### src/rtl/uart_cmd_player.sv
`default_nettype none
// ============================================================================
//  Module      : uart_cmd_player
//  Description : Plays a table of command words out over a byte-wide UART
//                handshake, one byte at a time, optionally looping.
//  Revision    : 1.0 - initial release
// ============================================================================
module uart_cmd_player #(
    parameter int CMDW     = 64,
    parameter int LINES    = 10,
    parameter int GAPCYC   = 0,
    parameter int MSBFIRST = 1,
    localparam int c_AW    = (LINES > 1) ? $clog2(LINES) : 1,
    localparam int c_NW    = $clog2(LINES + 1)
) (
    input  logic            clk,
    input  logic            rstn,
    input  logic            wr_en,
    input  logic [c_AW-1:0] wr_addr,
    input  logic [CMDW-1:0] wr_data,
    input  logic [c_NW-1:0] nlines,
    input  logic            loop,
    input  logic            start,
    input  logic            abort,
    output logic [7:0]      txdata,
    output logic            txstart,
    input  logic            txready,
    output logic            busy,
    output logic            done,
    output logic [c_AW-1:0] line,
    output logic [15:0]     pass_cnt
);

    localparam int c_NB = CMDW / 8;
    localparam int c_BW = $clog2(c_NB + 1);
    localparam int c_GW = (GAPCYC > 0) ? $clog2(GAPCYC + 1) : 1;
    localparam logic [c_BW-1:0] c_NBYTES   = c_BW'(c_NB);
    localparam logic [c_BW-1:0] c_BONE     = c_BW'(1);
    localparam logic [c_GW-1:0] c_GAP_LAST = c_GW'((GAPCYC > 0) ? GAPCYC - 1 : 0);

    localparam logic [2:0] c_IDLE   = 3'd0;
    localparam logic [2:0] c_LOAD   = 3'd1;
    localparam logic [2:0] c_ISSUE  = 3'd2;
    localparam logic [2:0] c_WAITLO = 3'd3;
    localparam logic [2:0] c_WAITHI = 3'd4;
    localparam logic [2:0] c_GAP    = 3'd5;
    localparam logic [2:0] c_DONE   = 3'd6;

    logic [CMDW-1:0] r_table [LINES];
    logic [2:0]      r_state;
    logic [CMDW-1:0] r_shift;
    logic [c_BW-1:0] r_bcnt;
    logic [c_GW-1:0] r_gap;
    logic [c_AW-1:0] r_line;
    logic [c_NW-1:0] r_nlines;
    logic [15:0]     r_pass;
    logic [7:0]      r_txdata;

    logic [7:0]      w_cur_byte;
    logic [CMDW-1:0] w_shift_next;
    logic            w_txstart;
    logic            w_last_line;
    logic            w_advance;
    logic            w_wr_ok;

    generate
        if (MSBFIRST != 0) begin : g_msb_first
            assign w_cur_byte   = r_shift[CMDW-1 -: 8];
            assign w_shift_next = r_shift << 8;
        end else begin : g_lsb_first
            assign w_cur_byte   = r_shift[7:0];
            assign w_shift_next = r_shift >> 8;
        end
    endgenerate

    assign w_wr_ok     = 32'(wr_addr) < LINES;
    assign w_txstart   = (r_state == c_ISSUE) && txready;
    assign w_last_line = (32'(r_line) + 32'd1) >= 32'(r_nlines);
    assign w_advance   = ((r_state == c_WAITHI) && txready && (r_bcnt == c_BONE) && (GAPCYC == 0))
                       || ((r_state == c_GAP) && (r_gap == c_GAP_LAST));

    // The table is deliberately not reset so its contents survive rstn.
    always_ff @(posedge clk) begin
        if (wr_en && w_wr_ok) begin
            r_table[wr_addr] <= wr_data;
        end
    end

    always_ff @(posedge clk) begin
        if (!rstn) begin
            r_state  <= c_IDLE;
            r_shift  <= '0;
            r_bcnt   <= '0;
            r_gap    <= '0;
            r_line   <= '0;
            r_nlines <= '0;
            r_pass   <= '0;
            r_txdata <= '0;
        end else begin
            // A byte handed over in the abort cycle is still captured so txdata stays stable.
            if (w_txstart) begin
                r_txdata <= w_cur_byte;
            end
            if (abort) begin
                r_state <= c_IDLE;
            end else begin
                case (r_state)
                    c_IDLE: begin
                        if (start && (nlines != '0)) begin
                            r_nlines <= (32'(nlines) > LINES) ? c_NW'(LINES) : nlines;
                            r_line   <= '0;
                            r_state  <= c_LOAD;
                        end
                    end
                    c_LOAD: begin
                        r_shift <= r_table[r_line];
                        r_bcnt  <= c_NBYTES;
                        r_state <= c_ISSUE;
                    end
                    c_ISSUE: begin
                        if (txready) begin
                            r_state <= c_WAITLO;
                        end
                    end
                    c_WAITLO: begin
                        if (!txready) begin
                            r_state <= c_WAITHI;
                        end
                    end
                    c_WAITHI: begin
                        if (txready) begin
                            r_shift <= w_shift_next;
                            r_bcnt  <= r_bcnt - c_BONE;
                            if (r_bcnt != c_BONE) begin
                                r_state <= c_ISSUE;
                            end else if (GAPCYC > 0) begin
                                r_gap   <= '0;
                                r_state <= c_GAP;
                            end
                        end
                    end
                    c_GAP: begin
                        if (r_gap != c_GAP_LAST) begin
                            r_gap <= r_gap + c_GW'(1);
                        end
                    end
                    c_DONE: begin
                        r_state <= c_IDLE;
                    end
                    default: begin
                        r_state <= c_IDLE;
                    end
                endcase
                if (w_advance) begin
                    if (!w_last_line) begin
                        r_line  <= r_line + c_AW'(1);
                        r_state <= c_LOAD;
                    end else begin
                        r_pass  <= r_pass + 16'd1;
                        r_line  <= '0;
                        r_state <= loop ? c_LOAD : c_DONE;
                    end
                end
            end
        end
    end

    assign txstart  = w_txstart;
    assign txdata   = w_txstart ? w_cur_byte : r_txdata;
    assign busy     = (r_state != c_IDLE) && (r_state != c_DONE);
    assign done     = (r_state == c_DONE);
    assign line     = r_line;
    assign pass_cnt = r_pass;

endmodule
`default_nettype wire
### config.mk
export PLATFORM = sky130hd
export DESIGN_NAME = uart_cmd_player
export DESIGN_NICKNAME = d
export VERILOG_FILES = /design/src/rtl/uart_cmd_player.sv
export SDC_FILE = /design/constraint.sdc
export NUM_CORES = 1
export LEC_CHECK = 0
export BUFFER_PORTS_ARGS = -buffer_cell sky130_fd_sc_hd__buf_2
export CAP_MARGIN = 30
export CELL_PAD_IN_SITES_DETAIL_PLACEMENT = 0
export CELL_PAD_IN_SITES_GLOBAL_PLACEMENT = 2
export CORE_UTILIZATION = 37
export DETAILED_ROUTE_END_ITERATION = 16
export GPL_ROUTABILITY_DRIVEN = 1
export PLACE_DENSITY_LB_ADDON = 0.1
export SLEW_MARGIN = 25
export SYNTH_ARGS = -nofsm -noshare
export SYNTH_HDL_FRONTEND = slang
export SYNTH_SLANG_ARGS = --single-unit
### constraint.sdc
create_clock -name clk -period 6.65 [get_ports clk]
set_input_delay 0.665 -clock clk [delete_from_list [all_inputs] [get_ports clk]]
set_output_delay 0.665 -clock clk [all_outputs]
set_load 0.01 [all_outputs]
== Word level (Yosys, flattened, before mapping) ==
Memories as Yosys holds them, arrays and structs flattened. A register that Yosys moved wholly into a read port is not among the register bits.
Cells that the tools add are included.

* Register bits: 104
* Bits in writable memories: 640
* Input bits: 79
* Output and inout port bits: 31
* Word-level logic and storage cells: 81
* Memories: 1

{| class="wikitable"
|+ Memories
! name !! depth !! bits a word !! rd ports !! clocked after Yosys merged registers in !! wr ports !! RTL line !! source
|-
| r_table || 10 || 64 || 1 || 1 || 1 || 49 || <nowiki>logic [CMDW-1:0] r_table [LINES];</nowiki>
|}

* $add $sub $neg: 5
* Magnitude comparators: 3
* Equality and inequality tests: 16
* Muxes and demuxes: 24
* Bitwise gates (word level): 3
* Reductions and logical operators: 21

{| class="wikitable"
|+ Operators by type and width
! kind !! number
|-
| one-hot mux 64 bit (2 select lines) || 1
|-
| two-way mux 64 bit || 1
|-
| two-way mux 4 bit || 8
|-
| two-way mux 3 bit || 8
|-
| one-hot mux 3 bit (6 select lines) || 1
|-
| adder 16 x 1 -> 16 bit, second input constant || 1
|-
| inequality test 3 bit, second input constant || 5
|-
| AND reduction 3 bit || 4
|-
| equality test 3 bit, second input constant || 3
|-
| two-way mux 8 bit || 1
|-
| one-hot mux 4 bit (2 select lines) || 1
|-
| logical AND 1 bit || 7
|-
| equality test 3 x 2 -> 1 bit, second input constant || 2
|-
| AND reduction 6 bit || 1
|-
| nonzero test 2 bit || 3
|-
| adder 4 x 1 -> 5 bit, second input constant || 1
|-
| greater-or-equal comparator 5 x 4 -> 1 bit || 1
|-
| adder 4 x 1 -> 4 bit, second input constant || 1
|-
| equality test 4 x 1 -> 1 bit, second input constant || 1
|-
| greater-than comparator 4 bit, second input constant || 1
|-
| less-than comparator 4 bit, second input constant || 1
|-
| inequality test 2 bit, second input constant || 2
|-
| inequality test 4 x 1 -> 1 bit, second input constant || 1
|-
| nonzero test 4 bit || 1
|-
| 11 further kinds || 15
|}

== Depth between registers and ports, before layout ==
* Depth after elaboration: 8
* Depth in mapped cells: 10
* Mapped depth without buffers: 8

== Least setup slack after synthesis ==
No wires, ideal clock.

* Kind: in2reg
* Start point: input port wr_addr[3]
* End point: memory r_table[0][0] (enable)
* Library setup time: 0.565 ns
* Arrival: 5.530 ns
* Required time: 6.085 ns
* Slack: 0.555 ns
* Stages: 2
* Path buffers: 0
* Path through: or3b_2 nor3_1

* Longest elaborated chain between the ends: 4

{| class="wikitable"
|+ RTL lines
! element !! RTL line !! source
|-
| from (decl) || 19 || <nowiki>input logic [c_AW-1:0] wr_addr,</nowiki>
|-
| less-than comparator 4 bit || 76 || <nowiki>assign w_wr_ok = 32'(wr_addr) < LINES;</nowiki>
|-
| logical AND 1 bit || 84 || <nowiki>if (wr_en && w_wr_ok) begin</nowiki>
|-
| two-way mux 1 bit || 84 ||
|-
| two-way mux 1 bit (not written as such) || 85 || <nowiki>r_table[wr_addr] <= wr_data;</nowiki>
|-
| to (decl) || 49 ||
|}

Parallel ways exist; a longest one is shown, timed or not.

== Worst setup path after layout ==
* Start point: register r_state[1]
* End point: output port txdata[1]

* Longest elaborated chain between the ends: 3

{| class="wikitable"
|+ RTL lines
! element !! RTL line !! source
|-
| from (decl) || 50 || <nowiki>logic [2:0] r_state;</nowiki>
|-
| from (signal assigned) || 91 || <nowiki>r_state <= c_IDLE;</nowiki>
|-
| from (signal assigned) || 105 || <nowiki>r_state <= c_IDLE;</nowiki>
|-
| from (signal assigned) || 112 || <nowiki>r_state <= c_LOAD;</nowiki>
|-
| equality test 3 x 2 -> 1 bit || 77 || <nowiki>assign w_txstart = (r_state == c_ISSUE) && txready;</nowiki>
|-
| logical AND 1 bit || 77 ||
|-
| two-way mux 8 bit || - ||
|-
| to (decl) || 25 || <nowiki>output logic [7:0] txdata,</nowiki>
|}

No other way between the ends.

==> results.json <==
{
  "status": "finished clean",
  "num-fill-cells": 6917,
  "numCtsBuffers": 84,
  "final_cells": 2860,
  "clock_latency_ps": 620,
  "regToRegSetupSlack_ps": 3740,
  "grt-ovfl-total": 0,
  "synth_flop_cell": "edfxtp_1",
  "yosysTopAreaCell": "edfxtp_1",
  "start_util_pct": 37.4,
  "netlist_top_cells_area": "edfxtp_1 66%, mux4_2 9.9%, dfxtp_1 7.4%",
  "endpoint": "txdata[1]",
  "start_kind": "flop",
  "synthCells": 1621,
  "worst_pin_slew_ps": 977,
  "syn2layout_area_growth_pct": 15.8,
  "drc_errors": 0,
  "root_buffer": "clkbuf_16",
  "synth_edf_count": 640,
  "final_util_pct": 43.3,
  "synth_nets": 1708,
  "ys_types": 51,
  "yosysSeqAreaShare_pct": 73.7,
  "synthArstFlopShare_pct": 0,
  "r2r_start": "r_state[2]$_SDFFE_PP0P_",
  "drt_pass1_iterations": 5,
  "coreArea_sq_um": 77500,
  "drt_wl_total_um": 70400,
  "synth_seq_cells": 747,
  "cts.repair.resized": 0,
  "max_freq_ghz": 0.296,
  "crit_start": "r_state[1]$_SDFFE_PP0P_",
  "stdcell_area_sq_um": 33600,
  "syn_avg_cell_area_sq_um": 17.9,
  "path_class": "reg -> out",
  "htree_num_levels": 3,
  "cp.required_ps": 5980,
  "fin_nets": 1837,
  "row_count": 102,
  "postCtsHoldBufs": 0,
  "max_cap_viol_count": 0,
  "grtUsageTotal_pct": 18.0,
  "placed_cell_area_sq_um": 30800,
  "yosys.area.top_type_share_pct": 66.3,
  "die_y_um": 282,
  "hold_path_class": "in -> reg",
  "finalSetupViolCount": 0,
  "power_density_nw_per_um2": 303,
  "crit_path_end_kind": "output port",
  "wire_per_inst_um": 24.6,
  "p_leak_nw": 10.5,
  "die_w_um": 282,
  "slew_violations": 0,
  "reg2regPathDepth": 5,
  "cts_tree": "built",
  "slew_headroom_pct": 34.9,
  "syn_area_sq_um": 29000,
  "ctsLongestPathBuffers": 3,
  "dp_hpwl_um": 38000,
  "crit_fanout": 14,
  "gp_congestion": 0.723,
  "fin_crit_ps": 3370,
  "antenna_found_initial": 4,
  "hold_viol_final": 0,
  "initialDrtViolationCount": 894,
  "setup_tns_ps": 0,
  "vias": 15100,
  "die-area_sq_um": 79500,
  "yosysWarningCount": 0,
  "critPathArrivalTime_ps": 2710,
  "grt_max_degree": 88,
  "cts_sinks": 747,
  "worst_clock_skew_ps": 18.1,
  "rsz0062_at_grt": "false",
  "grt_pass1_wl_um": 104000,
  "peakVddDrop_uv": 187,
  "ios": 110,
  "vias_per_cell": 5.26,
  "period_share_pct": 50.8,
  "reg2reg_to": "r_shift[53]$_SDFFE_PN0P_",
  "io_buffers": 109,
  "ant_nets": 0,
  "grt_pass1_vias": 15700,
  "placed_cells": 2703,
  "post_cts_buffers": 0,
  "drive_above_1_share_pct": 26.9,
  "clk_pin_slew_ps": 60
}
==> layout make-up <==
cell class	count	area [sq um]	share of cell area, %
inverters	8	30.0	0.0895
repair buffers	145	908	2.71
flip-flops and latches	747	21400	63.7
well taps	1040	1300	3.88
clock inverters	38	432	1.29
clock buffers	117	2330	6.94
diodes	1	2.50	0.00746
multi-input cells	764	7180	21.4
==> stage by stage <==
stage	total power [mW]	hold WS [ps]	setup slack [ps]
floorplan	5.48	432	555
global placement	5.64	446	3150
detailed placement	5.65	453	3360
CTS	10.3	306	3240
global route	10.5	341	3060
finish	10.2	338	3280
==> sequential cells by signal, indices dropped and copies added (netlist names), named ones only <==
signal and cells:
line 4, r_txdata 8, r_bcnt 4, pass_cnt 16
r_state 3, r_nlines 4, r_table 640, r_shift 64
==> synth_stat cells (all sizes together) (8+ instances only) <==
master    n
buf      42
clkbuf   60
nor3      9
edfxtp  640
mux4    128
or4      12
mux2     72
nor2     22
o21ai   130
mux2i    68
o31ai    12
a21oi   204
and2      9
nand2    26
ha        8
dfxtp   107
==> metal layers <==
| metal | track usage, % | vias up | wire (um) |
|---|---|---|---|
| met3 | 2.83 | 79 | 2900 |
| li1 | - | 6780 | - |
| met2 | 29.1 | 304 | 33700 |
| met1 | 25.3 | 7887 | 32600 |
| met4 | 5.13 | 2 | 1250 |
| met5 | 0 | - | 13 |
==> worst max-delay path, stage by stage, from the launching register on <==
cell and delay [ps]:
dfxtp_1 650, nand2_1 240, nor3_2 430, buf_4 260
mux2_2 350, buf_2 140
==> how the worst min path moves through the flow <==
stage,end,cells past startpoint,startpoint
after floorplan,r_shift[0]$_SDFFE_PN0P_,2,r_shift[0]$_SDFFE_PN0P_
after global placement,r_shift[7]$_SDFFE_PN0P_,2,r_shift[7]$_SDFFE_PN0P_
after detailed placement,r_shift[2]$_SDFFE_PN0P_,2,r_shift[2]$_SDFFE_PN0P_
after CTS,r_table[6][4]$_DFFE_PP_,1,wr_data[4]
after global routing,r_table[3][40]$_DFFE_PP_,1,wr_data[40]
final,r_table[2][42]$_DFFE_PP_,1,wr_data[42]
==> power by group <==
group / total [mW] / internal (mW) / switching (mW)
clock network: 4.63 / 2.79 / 1.83
registers: 5.23 / 5.19 / 0.0433
logic: 0.315 / 0.0964 / 0.219
==> cells in the final DEF (no fill, tap or decap), types with 5 or more instances in the layout <==
| cell | n |
|---|---|
| edfxtp_1 | 640 |
| a21oi_1 | 204 |
| mux4_2 | 128 |
| buf_2 | 109 |
| dfxtp_1 | 103 |
| clkbuf_16 | 86 |
| o21ai_0 | 82 |
| mux2_2 | 72 |
| mux2i_1 | 68 |
| o21ai_1 | 47 |
| buf_4 | 29 |
| nand2_1 | 26 |
| clkbuf_1 | 25 |
| clkinv_1 | 14 |
| nor2_1 | 14 |
| o31ai_1 | 12 |
| or4_1 | 12 |
| and2_1 | 9 |
| clkinv_2 | 9 |
| bufinv_16 | 9 |
| ha_1 | 8 |
| inv_1 | 7 |
| nor2_4 | 7 |
| nand2b_1 | 7 |
| nand4_1 | 7 |
| clkbuf_8 | 6 |
| nor3_1 | 5 |
==> cell families (layout without fill, tap and decap cells) <==
group	Yosys count	in the layout	synth area share [%]
AOI/OAI and AO/OA	367	367	6.67
xor gates and xnor gates	3	3	0.0906
adders and majority gates	8	8	0.345
buffers and inverters	110	308	1.85
DFF	747	747	73.7
muxes	268	268	15.1
other	0	1	0
and+or+nand+nor	118	118	2.28
Power figures use the tool's default switching activity.
